==> src/rtl/ddr_traffic_pkg.sv <==
// ddr_traffic_pkg: FSM states, command codes and pattern helpers shared by the traffic generator.
package ddr_traffic_pkg;
  typedef enum logic [2:0] {IDLE, WRITE, READ, RWAIT, DONE} state_e;
  localparam logic [2:0] CMD_WR = 3'b000;
  localparam logic [2:0] CMD_RD = 3'b001;
  localparam logic [31:0] LFSR_POLY = 32'h8020_0003;
  function automatic logic [31:0] pat_lane(input logic [31:0] word, input int k);
    return word ^ 32'(k);
  endfunction
  function automatic logic [31:0] lfsr_step(input logic [31:0] s);
    return s[0] ? (s >> 1) ^ LFSR_POLY : s >> 1;
  endfunction
endpackage

==> src/rtl/ddr_pattern_gen.sv <==
// ddr_pattern_gen: per-beat data pattern source; index-XOR pattern by default,
// Galois LFSR lanes when DDR_TRAFFIC_PRBS_EN is defined.
module ddr_pattern_gen
  import ddr_traffic_pkg::*;
#(
  parameter int          DATA_WIDTH = 128,
  parameter logic [31:0] SEED       = 32'h1234_5678
) (
  input  logic                  clk,
  input  logic                  rst,
  input  logic                  init_i,
  input  logic                  step_i,
  output logic [DATA_WIDTH-1:0] data_o
);
  logic [31:0] state_q, state_d, word;
`ifdef DDR_TRAFFIC_PRBS_EN
  localparam logic [31:0] INIT = SEED;
  assign state_d = init_i ? INIT : step_i ? lfsr_step(state_q) : state_q;
  assign word = state_q;
`else
  localparam logic [31:0] INIT = '0;
  assign state_d = init_i ? INIT : step_i ? state_q + 32'd1 : state_q;
  assign word = SEED ^ state_q;
`endif
  always_ff @(posedge clk or posedge rst)
    if (rst) state_q <= INIT;
    else state_q <= state_d;
  for (genvar k = 0; k < DATA_WIDTH / 32; k++) begin : g_lane
    assign data_o[k*32 +: 32] = pat_lane(word, k);
  end
endmodule

==> src/rtl/ddr_traffic_gen.sv <==
// ddr_traffic_gen: writes a pattern over an address window through the DDR3 app
// interface, reads it back and checks every beat in order.
module ddr_traffic_gen
  import ddr_traffic_pkg::*;
#(
  parameter int                    ADDR_WIDTH     = 28,
  parameter int                    DATA_WIDTH     = 128,
  parameter logic [ADDR_WIDTH-1:0] START_ADDR     = '0,
  parameter int                    NUM_WORDS      = 1024,
  parameter int                    ADDR_STEP      = 8,
  parameter logic [31:0]           SEED           = 32'h1234_5678,
  parameter int                    TIMEOUT_CYCLES = 65535
) (
  input  logic                    clk,
  input  logic                    rst,
  input  logic                    start,
  input  logic                    init_calib_complete,
  input  logic                    app_rdy,
  output logic                    app_en,
  output logic [2:0]              app_cmd,
  output logic [ADDR_WIDTH-1:0]   app_addr,
  output logic                    app_burst,
  input  logic                    app_wdf_rdy,
  output logic                    app_wdf_wren,
  output logic                    app_wdf_end,
  output logic [DATA_WIDTH-1:0]   app_wdf_data,
  output logic [DATA_WIDTH/8-1:0] app_wdf_mask,
  input  logic                    app_rd_data_valid,
  input  logic [DATA_WIDTH-1:0]   app_rd_data,
  output logic                    busy,
  output logic                    wdone,
  output logic                    rdone,
  output logic                    pass,
  output logic                    error,
  output logic [15:0]             err_cnt,
  output logic [ADDR_WIDTH-1:0]   first_err_addr
);
  localparam logic [31:0] LAST = 32'(NUM_WORDS - 1);
  localparam logic [31:0] TMO_LAST = 32'(TIMEOUT_CYCLES - 1);
  localparam logic [ADDR_WIDTH-1:0] STEP = ADDR_WIDTH'(ADDR_STEP);
  state_e st_q, st_d;
  logic [31:0] idx_q, idx_d, ret_q, ret_d, tmo_q, tmo_d;
  logic [ADDR_WIDTH-1:0] addr_q, addr_d, ret_addr_q, ret_addr_d, first_err_addr_q, first_err_addr_d;
  logic cmd_done_q, cmd_done_d, dat_done_q, dat_done_d;
  logic wdone_q, wdone_d, rdone_q, rdone_d, pass_q, pass_d, error_q, error_d;
  logic [15:0] err_cnt_q, err_cnt_d;
  logic wgen_init, wgen_step, rgen_init;
  logic [DATA_WIDTH-1:0] rpat;
  logic cmd_ok, dat_ok, checking, ret_ok, miss;
  ddr_pattern_gen #(.DATA_WIDTH(DATA_WIDTH), .SEED(SEED)) u_wgen (
    .clk(clk), .rst(rst), .init_i(wgen_init), .step_i(wgen_step), .data_o(app_wdf_data)
  );
  ddr_pattern_gen #(.DATA_WIDTH(DATA_WIDTH), .SEED(SEED)) u_rgen (
    .clk(clk), .rst(rst), .init_i(rgen_init), .step_i(ret_ok), .data_o(rpat)
  );
  assign busy = st_q != IDLE && st_q != DONE;
  assign app_en = (st_q == WRITE && !cmd_done_q) || st_q == READ;
  assign app_cmd = st_q == READ ? CMD_RD : CMD_WR;
  assign app_addr = addr_q;
  assign app_burst = 1'b0;
  assign app_wdf_wren = st_q == WRITE && !dat_done_q;
  assign app_wdf_end = app_wdf_wren;
  assign app_wdf_mask = '0;
  assign wdone = wdone_q;
  assign rdone = rdone_q;
  assign pass = pass_q;
  assign error = error_q;
  assign err_cnt = err_cnt_q;
  assign first_err_addr = first_err_addr_q;
  assign cmd_ok = app_en && app_rdy;
  assign dat_ok = app_wdf_wren && app_wdf_rdy;
  assign checking = st_q == READ || st_q == RWAIT;
  assign ret_ok = checking && app_rd_data_valid;
  assign miss = ret_ok && app_rd_data != rpat;
  always_comb begin
    st_d = st_q;
    idx_d = idx_q;
    addr_d = addr_q;
    cmd_done_d = cmd_done_q;
    dat_done_d = dat_done_q;
    wdone_d = wdone_q;
    rdone_d = rdone_q;
    pass_d = pass_q;
    wgen_init = 1'b0;
    wgen_step = 1'b0;
    rgen_init = 1'b0;
    ret_d = ret_ok ? ret_q + 32'd1 : ret_q;
    ret_addr_d = ret_ok ? ret_addr_q + STEP : ret_addr_q;
    tmo_d = checking ? (ret_ok ? '0 : tmo_q + 32'd1) : '0;
    err_cnt_d = miss && err_cnt_q != 16'hFFFF ? err_cnt_q + 16'd1 : err_cnt_q;
    first_err_addr_d = miss && err_cnt_q == '0 ? ret_addr_q : first_err_addr_q;
    // Data outside the read phases is spurious: flagged, but not counted as a miss.
    error_d = error_q | miss | (app_rd_data_valid && !checking);
    if (busy && !init_calib_complete) begin
      error_d = 1'b1;
      st_d = DONE;
    end else begin
      case (st_q)
        IDLE: if (start && init_calib_complete) begin
          st_d = WRITE;
          idx_d = '0;
          addr_d = START_ADDR;
          cmd_done_d = 1'b0;
          dat_done_d = 1'b0;
          wdone_d = 1'b0;
          rdone_d = 1'b0;
          pass_d = 1'b0;
          error_d = 1'b0;
          err_cnt_d = '0;
          first_err_addr_d = '0;
          wgen_init = 1'b1;
        end
        WRITE: if ((cmd_done_q || cmd_ok) && (dat_done_q || dat_ok)) begin
          cmd_done_d = 1'b0;
          dat_done_d = 1'b0;
          wgen_step = 1'b1;
          idx_d = idx_q + 32'd1;
          addr_d = addr_q + STEP;
          if (idx_q == LAST) begin
            wdone_d = 1'b1;
            st_d = READ;
            idx_d = '0;
            addr_d = START_ADDR;
            ret_d = '0;
            ret_addr_d = START_ADDR;
            rgen_init = 1'b1;
          end
        end else begin
          cmd_done_d = cmd_done_q | cmd_ok;
          dat_done_d = dat_done_q | dat_ok;
        end
        READ: if (app_rdy) begin
          idx_d = idx_q + 32'd1;
          addr_d = addr_q + STEP;
          st_d = idx_q == LAST ? RWAIT : READ;
        end
        RWAIT: if (ret_q == 32'(NUM_WORDS)) begin
          rdone_d = 1'b1;
          pass_d = !error_q;
          st_d = DONE;
        end
        default: if (!start) st_d = IDLE;
      endcase
      if (checking && !ret_ok && tmo_q == TMO_LAST) begin
        error_d = 1'b1;
        rdone_d = 1'b1;
        pass_d = 1'b0;
        st_d = DONE;
      end
    end
  end
  always_ff @(posedge clk or posedge rst)
    if (rst) begin
      st_q <= IDLE;
      idx_q <= '0;
      ret_q <= '0;
      tmo_q <= '0;
      addr_q <= START_ADDR;
      ret_addr_q <= START_ADDR;
      first_err_addr_q <= '0;
      cmd_done_q <= 1'b0;
      dat_done_q <= 1'b0;
      wdone_q <= 1'b0;
      rdone_q <= 1'b0;
      pass_q <= 1'b0;
      error_q <= 1'b0;
      err_cnt_q <= '0;
    end else begin
      st_q <= st_d;
      idx_q <= idx_d;
      ret_q <= ret_d;
      tmo_q <= tmo_d;
      addr_q <= addr_d;
      ret_addr_q <= ret_addr_d;
      first_err_addr_q <= first_err_addr_d;
      cmd_done_q <= cmd_done_d;
      dat_done_q <= dat_done_d;
      wdone_q <= wdone_d;
      rdone_q <= rdone_d;
      pass_q <= pass_d;
      error_q <= error_d;
      err_cnt_q <= err_cnt_d;
    end
endmodule
==> config.mk <==
export PLATFORM = sky130hd
export DESIGN_NAME = ddr_traffic_gen
export DESIGN_NICKNAME = d
export VERILOG_FILES = /design/src/rtl/ddr_traffic_pkg.sv /design/src/rtl/ddr_pattern_gen.sv /design/src/rtl/ddr_traffic_gen.sv
export SDC_FILE = /design/constraint.sdc
export NUM_CORES = 1
export LEC_CHECK = 0
export ABC_AREA = 0
export BUFFER_PORTS_ARGS = -buffer_cell sky130_fd_sc_hd__buf_4
export CAP_MARGIN = 10
export CORE_ASPECT_RATIO = 0.7
export CORE_MARGIN = 4
export CORE_UTILIZATION = 55
export CTS_CLUSTER_DIAMETER = 200
export DETAILED_ROUTE_END_ITERATION = 10
export PLACE_DENSITY = 0.81
export SLEW_MARGIN = 40
export SYNTH_ARGS = -nofsm -noshare
export SYNTH_HDL_FRONTEND = slang
export SYNTH_SLANG_ARGS = --single-unit
export TNS_END_PERCENT = 20
==> constraint.sdc <==
create_clock -name clk -period 11.1 [get_ports clk]
set_input_delay 1.11 -clock clk [delete_from_list [all_inputs] [get_ports clk]]
set_output_delay 1.11 -clock clk [all_outputs]
set_load 0.01 [all_outputs]
==> run_results.csv, run 1 <==
group,metric,value,unit
outcome,status,"finished, final reports clean",
floorplanning,core_area,0.0279,mm2
yosys,edff_count_synth,0,
cells_and_area,stdcell_count,2324,
setup_path,ff2ff_path_depth,6,
route,detailed_route_iter0_violations,1437,
pwr,ir_worst_vdd,0.0971,mV
global_route,grt_pass1_vias,12500,
placement,placed_insts,2280,
yosys,syn_area,0.0156,mm2
sta,hold_ws,511,ps
clocking,cts_root_buffer,"clkbuf_16",
global_route,first_pass_grt_wire_length,69.1,mm
cells_and_area,layout-area-overhead-vs-synth,17.8,%
global_route,grt_antenna_before_repair,0,
sta,setup_total_negative_slack,0,ps
clocking,cts_buffers,25,
setup_path,cp_cell_sequence,"buf_4, o22ai_1, o22ai_1, and2_0, nand4_1, or3_1, a21oi_1",
pwr,power_per_cell_area,124,mW/mm2
route,num_vias,13300,
setup_path,crit-reg2reg-capture,"idx_q[28]",
setup_path,setup.worst_path.end_class,"flip-flop",
setup_path,critical_path_required,11550,ps
sta,timing.final.crit_period,3230,ps
placement,place.port_buffers,340,
sta,relSlewSlack,49.0,%
flow_run,number_of_violations_of_the_max_capacitance_limit,0,
yosys,synth_flop_cell,"dfrtp_1",
clocking,post_cts.resized_instances,0,
setup_path,cp_max_fo,16,
cells_and_area,post_route_cells_drive_above_1_share,21.1,%
route,routedLengthMet1,19.4,mm
setup_path,r2r_setup_slack,7920,ps
clocking,clock_insertion_delay_worst_skew,530,ps
route,highest-signal-layer,"met4",
route,ant_nets,0,
yosys,distinct_cell_type_count_after_synthesis,59,
route,drt-vias-per-instance,5.73,
sta,tightest_slew,759,ps
sta,rsz0062_at_grt,"no",
route,drt_first_pass_iters,5,
floorplanning,num_io_pins,363,
yosys,ys.warnings.count,0,
clocking,max-clock-path-buffers,3,
clocking,htreeDepth,1,
worst_hold_path,worst_hold_endpoint,"wdone",
yosys,ys_top_cells_by_area,"dfrtp_1, xor2_1, buf_4",
placement,place.detailed.hpwl,32.4,mm
clocking,hold_fix_buffer_count_after_cts,0,
global_route,grt_util_all_layers,26.9,%
sta,timing.fmax,310,MHz
pwr,power_leakage,0.00850,uW
sta,setup_viol,0,
yosys,seq_area_frac_synth,42.1,%
cells_and_area,antenna_cells_inserted,0,
yosys,yosys_top_cell_area_share,42.1,%
setup_path,cp_slowest_stage_delay,650,ps
worst_hold_path,timing.hold.worst.class,"flip-flop to flip-flop",
setup_path,crit_type,"primary input to flip-flop",
floorplanning,rows,51,
clocking,cts.reportedPaths.clkPinSlew,70,ps
floorplanning,die_h,149,um
route,drt-wirelength-per-cell,18.8,um
yosys,synth-async-reset-ratio,100,%
floorplanning,initial_utilization,56.1,%
setup_path,critPathArrivalTime,3680,ps
placement,place.gp.congestion,0.948,
setup_path,regToRegStartpoint,"st_q[1]",
route,wirelength,43.8,mm
global_route,grt_max_degree,152,
yosys,synth_common_cells,"dfrtp_1, nor2_1, buf_4",
clocking,cts_post_setup_buffers_inserted,0,
worst_hold_path,holdPathStages,2,
floorplanning,die_area,0.0312,mm2
sta,hold_viol,0,
sta,final-max-slew-violation-count,0,
route,wl_met3,3.56,mm
floorplanning,die-width,210,um
clocking,cts_num_sinks,263,
clocking,clock_tree_from_tritoncts,"yes",
yosys,synthCells,1746,
setup_path,worstSetupStartpointType,"primary input",
sta,min_period_over_period,29.1,%
yosys,yosys_register_bits,263,
global_route,grt-ovfl-total,0,
sta,fin_skew,14.9,ps
yosys,synth.largest_area_cell,"dfrtp_1",
setup_path,cp_common_cell,"o22ai_1",
yosys,post_synth.cell_area_avg,8.95,um2
yosys,yosys.cell_count.top_type,"dfrtp_1",
setup_path,cpMaxStageDelayCell,"and2_0",
route,detail_route.drc_violations,0,
cells_and_area,nets,2082,
route,wl_met2,20.1,mm
worst_hold_path,critical_hold_path_startpoint,"wdone",
worst max-delay path: cells and delay by family:
family / cells / cell delay (ps)
buf+inv: 1 / 110
compound gates: 3 / 660
simple gates: 3 / 1790
worst max-delay path by stage:
stage	from	to	slack [ps]	cells past startpoint
global route	st_q[1]	idx_q[28]	7540	6
CTS	app_rdy	idx_q[28]	7950	7
floorplan	rst	app_addr[10]	2750	1
detailed placement	init_calib_complete	idx_q[28]	7410	7
global placement	app_rd_data[21]	err_cnt[1]	7460	8
finish	app_rdy	idx_q[28]	7870	7
kinds of logic after synthesis:
group | after synthesis | share of synthesized area, %
AO/OA/AOI/OAI | 158 | 5.90
XOR/XNOR | 234 | 13.1
adder cells (fa/ha/maj) | 11 | 0.880
buffers and inverters | 255 | 9.68
flip-flops | 263 | 42.1
multiplexers | 39 | 2.50
other | 1 | 0.0240
AND/OR/NAND/NOR | 785 | 25.8
cell type report:
type                       instances  area [um2]
clock buffer                      37         751
clock inverter                     7         120
fill                            2204        9470
inverter                          46         189
multi-input combinational       1249        7660
sequential                       263        6580
tap                              371         464
timing repair buffer             351        2640
placed cells by master, fill, tap and decap left out, types with 4 or more instances in the layout:
cell type and count:
buf_4 349, dfrtp_1 263, nor2_1 232, xor2_1 131, nand2_1 125, xnor2_1 103
nand4_1 86, nand3_1 80, o21ai_0 61, and3_1 47, inv_1 45, a21oi_1 41
mux2i_1 39, nor3_1 39, nor4_1 39, or3_1 27, clkbuf_16 25, conb_1 22
and4_1 18, o22ai_1 17, and2_1 13, nor2b_1 13, nor3b_1 11, ha_1 11
o31ai_1 9, clkbuf_8 8, nand2b_1 7, or4_1 7, and3b_1 7, nor4b_1 6
nand3b_1 5, or2_2 4, nor4_2 4, o211ai_1 4, clkbuf_1 4
routing by layer:
metal	up-vias	track usage (%)
li1	6249	-
met1	6494	40.5
met2	533	42.1
met3	48	4.86
met4	0	3.98
met5	-	0
metrics by stage:
step	util (%)	power [uW]	setup WS [ps]	instance area [um2]
floorplan	-	1250	2750	15700
finish	66.0	2290	7870	18400
global route	66.0	2380	7540	18400
CTS	66.0	2300	7950	18400
global placement	62.8	1390	7460	17500
detailed placement	62.9	1400	7410	17500
registers in the layout, summed over array words and instances, names as in the netlist, 3 cells and up:
register / cells
tmo_q: 32
ret_q: 32
app_addr: 25
u_wgen.state_q: 32
err_cnt: 16
ret_addr_q: 25
u_rgen.state_q: 32
first_err_addr: 28
idx_q: 32
st_q: 3
where the power goes:
| part | leakage, uW | internal [uW] | switching, uW | total [uW] |
|---|---|---|---|---|
| Sequential | 0.00364 | 993 | 53.7 | 1050 |
| Combinational | 0.00444 | 137 | 196 | 334 |
| Clock | 0.000426 | 538 | 368 | 906 |
(Power assumes the default switching activity.)
==> run 2: changes to the inputs <==
--- a/config.mk
+++ b/config.mk
@@ -10,10 +10,10 @@
 export CAP_MARGIN = 10
 export CORE_ASPECT_RATIO = 0.7
 export CORE_MARGIN = 4
-export CORE_UTILIZATION = 55
+export CORE_UTILIZATION = 50
 export CTS_CLUSTER_DIAMETER = 200
 export DETAILED_ROUTE_END_ITERATION = 10
-export PLACE_DENSITY = 0.81
+export PLACE_DENSITY = 0.78
 export SLEW_MARGIN = 40
 export SYNTH_ARGS = -nofsm -noshare
 export SYNTH_HDL_FRONTEND = slang
==> constraint.sdc (replaced) <==
create_clock -name clk -period 2.89 [get_ports clk]
set_input_delay 0.289 -clock clk [delete_from_list [all_inputs] [get_ports clk]]
set_output_delay 0.289 -clock clk [all_outputs]
set_load 0.01 [all_outputs]
==> run_results.csv, run 2 (synthesis results as in run 1) <==
group,metric,value,unit
sta,tightest_slew,680,ps
route,wirelength,47.4,mm
placement,place.gp.congestion,1.00,
setup_path,cp_cell_sequence,"xor2_1, nand4_1, or4_1, nor4_4, buf_4, a211oi_4, buf_12, mux2i_1, nor2_1",
pwr,power_leakage,0.00885,uW
route,detail_route.drc_violations,0,
global_route,grt_util_met3,5.90,%
setup_path,cp_slowest_stage_delay,590,ps
floorplanning,num_io_pins,363,
placement,place.port_buffers,340,
sta,hold_ws,75.7,ps
global_route,grt_antenna_before_repair,0,
route,num_vias,13800,
global_route,top_usage_layer,"met2",
sta,fin_skew,19.0,ps
clocking,clock_insertion_delay_worst_skew,540,ps
floorplanning,die_h,156,um
worst_hold_path,timing.hold.worst.class,"primary input to flip-flop",
clocking,clock_tree_from_tritoncts,"yes",
setup_path,cp_max_fo,28,
clocking,cts_post_setup_buffers_inserted,0,
sta,final-max-slew-violation-count,0,
cells_and_area,stdcell_count,2426,
floorplanning,rows,53,
clocking,max-clock-path-buffers,3,
clocking,cts_buffers,26,
setup_path,critical_path_required,3290,ps
setup_path,cpMaxStageDelayCell,"or4_1",
floorplanning,die-width,219,um
global_route,grt_util_all_layers,26.8,%
pwr,power_per_cell_area,478,mW/mm2
route,drt-vias-per-instance,5.69,
sta,hold_viol,0,
placement,placed_insts,2377,
setup_path,setup.worst_path.end_class,"flip-flop",
clocking,cts_root_buffer,"clkbuf_16",
cells_and_area,nets,2141,
clocking,cts.reportedPaths.clkPinSlew,60,ps
route,drt_first_pass_iters,5,
clocking,htreeDepth,1,
floorplanning,die_area,0.0342,mm2
route,drt-wirelength-per-cell,19.5,um
global_route,first_pass_grt_wire_length,73.7,mm
clocking,cts_num_sinks,263,
sta,timing.fmax,352,MHz
floorplanning,core_area,0.0304,mm2
cells_and_area,most_common_library_cell_in_the_layout_ignoring_fill_and_taps,"buf_4",
cells_and_area,post-route-util,62.5,%
floorplanning,initial_utilization,51.4,%
sta,final.setup.worst_slack,48.2,ps
sta,rsz0062_at_grt,"no",
sta,min_period_over_period,98.3,%
route,ant_nets,0,
cells_and_area,post_route_cells_drive_above_1_share,23.3,%
sta,timing.final.crit_period,2840,ps
global_route,grt.met1_usage,40.2,%
global_route,grt_max_degree,90,
setup_path,worstSetupStartpointType,"flip-flop",
sta,relSlewSlack,54.5,%
global_route,global_route.usage.met2,40.6,%
global_route,grt_pass1_vias,13100,
outcome,status,"finished, final reports clean",
cells_and_area,commonest_cells_after_routing_fill_and_taps_aside,"buf_4, dfrtp_1, nor2_1, xor2_1, nand2_1",
placement,place.detailed.hpwl,36.2,mm
sta,setup_viol,0,
cells_and_area,layout-area-overhead-vs-synth,21.6,%
route,detailed_route_iter0_violations,1170,
flow_run,number_of_violations_of_the_max_capacitance_limit,0,
global_route,grt-ovfl-total,0,
pwr,ir_worst_vdd,0.493,mV
sta,setup_total_negative_slack,0,ps
placement,place_ws,146,ps
setup_path,critPathArrivalTime,3240,ps
cells_and_area,antenna_cells_inserted,0,
setup_path,crit_type,"flip-flop to flip-flop",
-- run 2: final cells by class --
type / count / area (um2)
Fill cell: 2542 / 11400
Multi-Input combinational cell: 1249 / 7660
Sequential cell: 263 / 6580
Timing Repair Buffer: 409 / 3160
Clock buffer: 38 / 777
Tap cell: 412 / 515
Inverter: 46 / 176
Clock inverter: 9 / 145
-- run 2: power breakdown --
part	internal, uW	switching, uW	leakage (uW)	total [uW]
Sequential	3820	213	0.00363	4030
Combinational	595	808	0.00476	1400
Clock	2220	1440	0.000458	3660
-- run 2: stage by stage --
| step | total power (uW) | cell area (um2) |
|---|---|---|
| 2_1_floorplan | 4820 | 15700 |
| 3_3_place_gp | 5430 | 18100 |
| 3_5_place_dp | 5470 | 18100 |
| 4_1_cts | 9140 | 19000 |
| 5_1_grt | 9470 | 19000 |
| 6_report | 9090 | 19000 |
-- run 2: final timing paths --
path	startpoint	to	slack, ps	cells after the start
max in group asynchronous	rst	err_cnt[3]	1640	5
min in group asynchronous	rst	app_addr[14]	410	3
worst min-delay path	init_calib_complete	rdone	80	3
worst min register to register	rdone	rdone	520	2
worst max register to register	u_rgen.state_q[1]	first_err_addr[19]	50	9
worst max-delay path	u_rgen.state_q[1]	first_err_addr[19]	50	9
-- run 2: critical path, delay by kind of cell, from the launching register on --
| family | cells | cell delay, ps |
|---|---|---|
| AOI/OAI and AO/OA | 1 | 60 |
| muxes | 1 | 220 |
| xor gates and xnor gates | 1 | 370 |
| DFF | 1 | 550 |
| and+or+nand+nor | 4 | 1090 |
| buffers and inverters | 2 | 360 |
-- run 2: what timing repair did --
action,in CTS,in global routing
hold buffers,2,0
gates resized for setup,0,3
hold endpoints to repair,25,0
endpoints found under the setup margin,0,7
-- run 2: layer usage --
layer  vias to the layer above  wire length [um]
met3                        63              4260
met2                       591             20800
met4                         0               821
met1                      6765             21500
met5                         -                 0
li1                       6380                 -
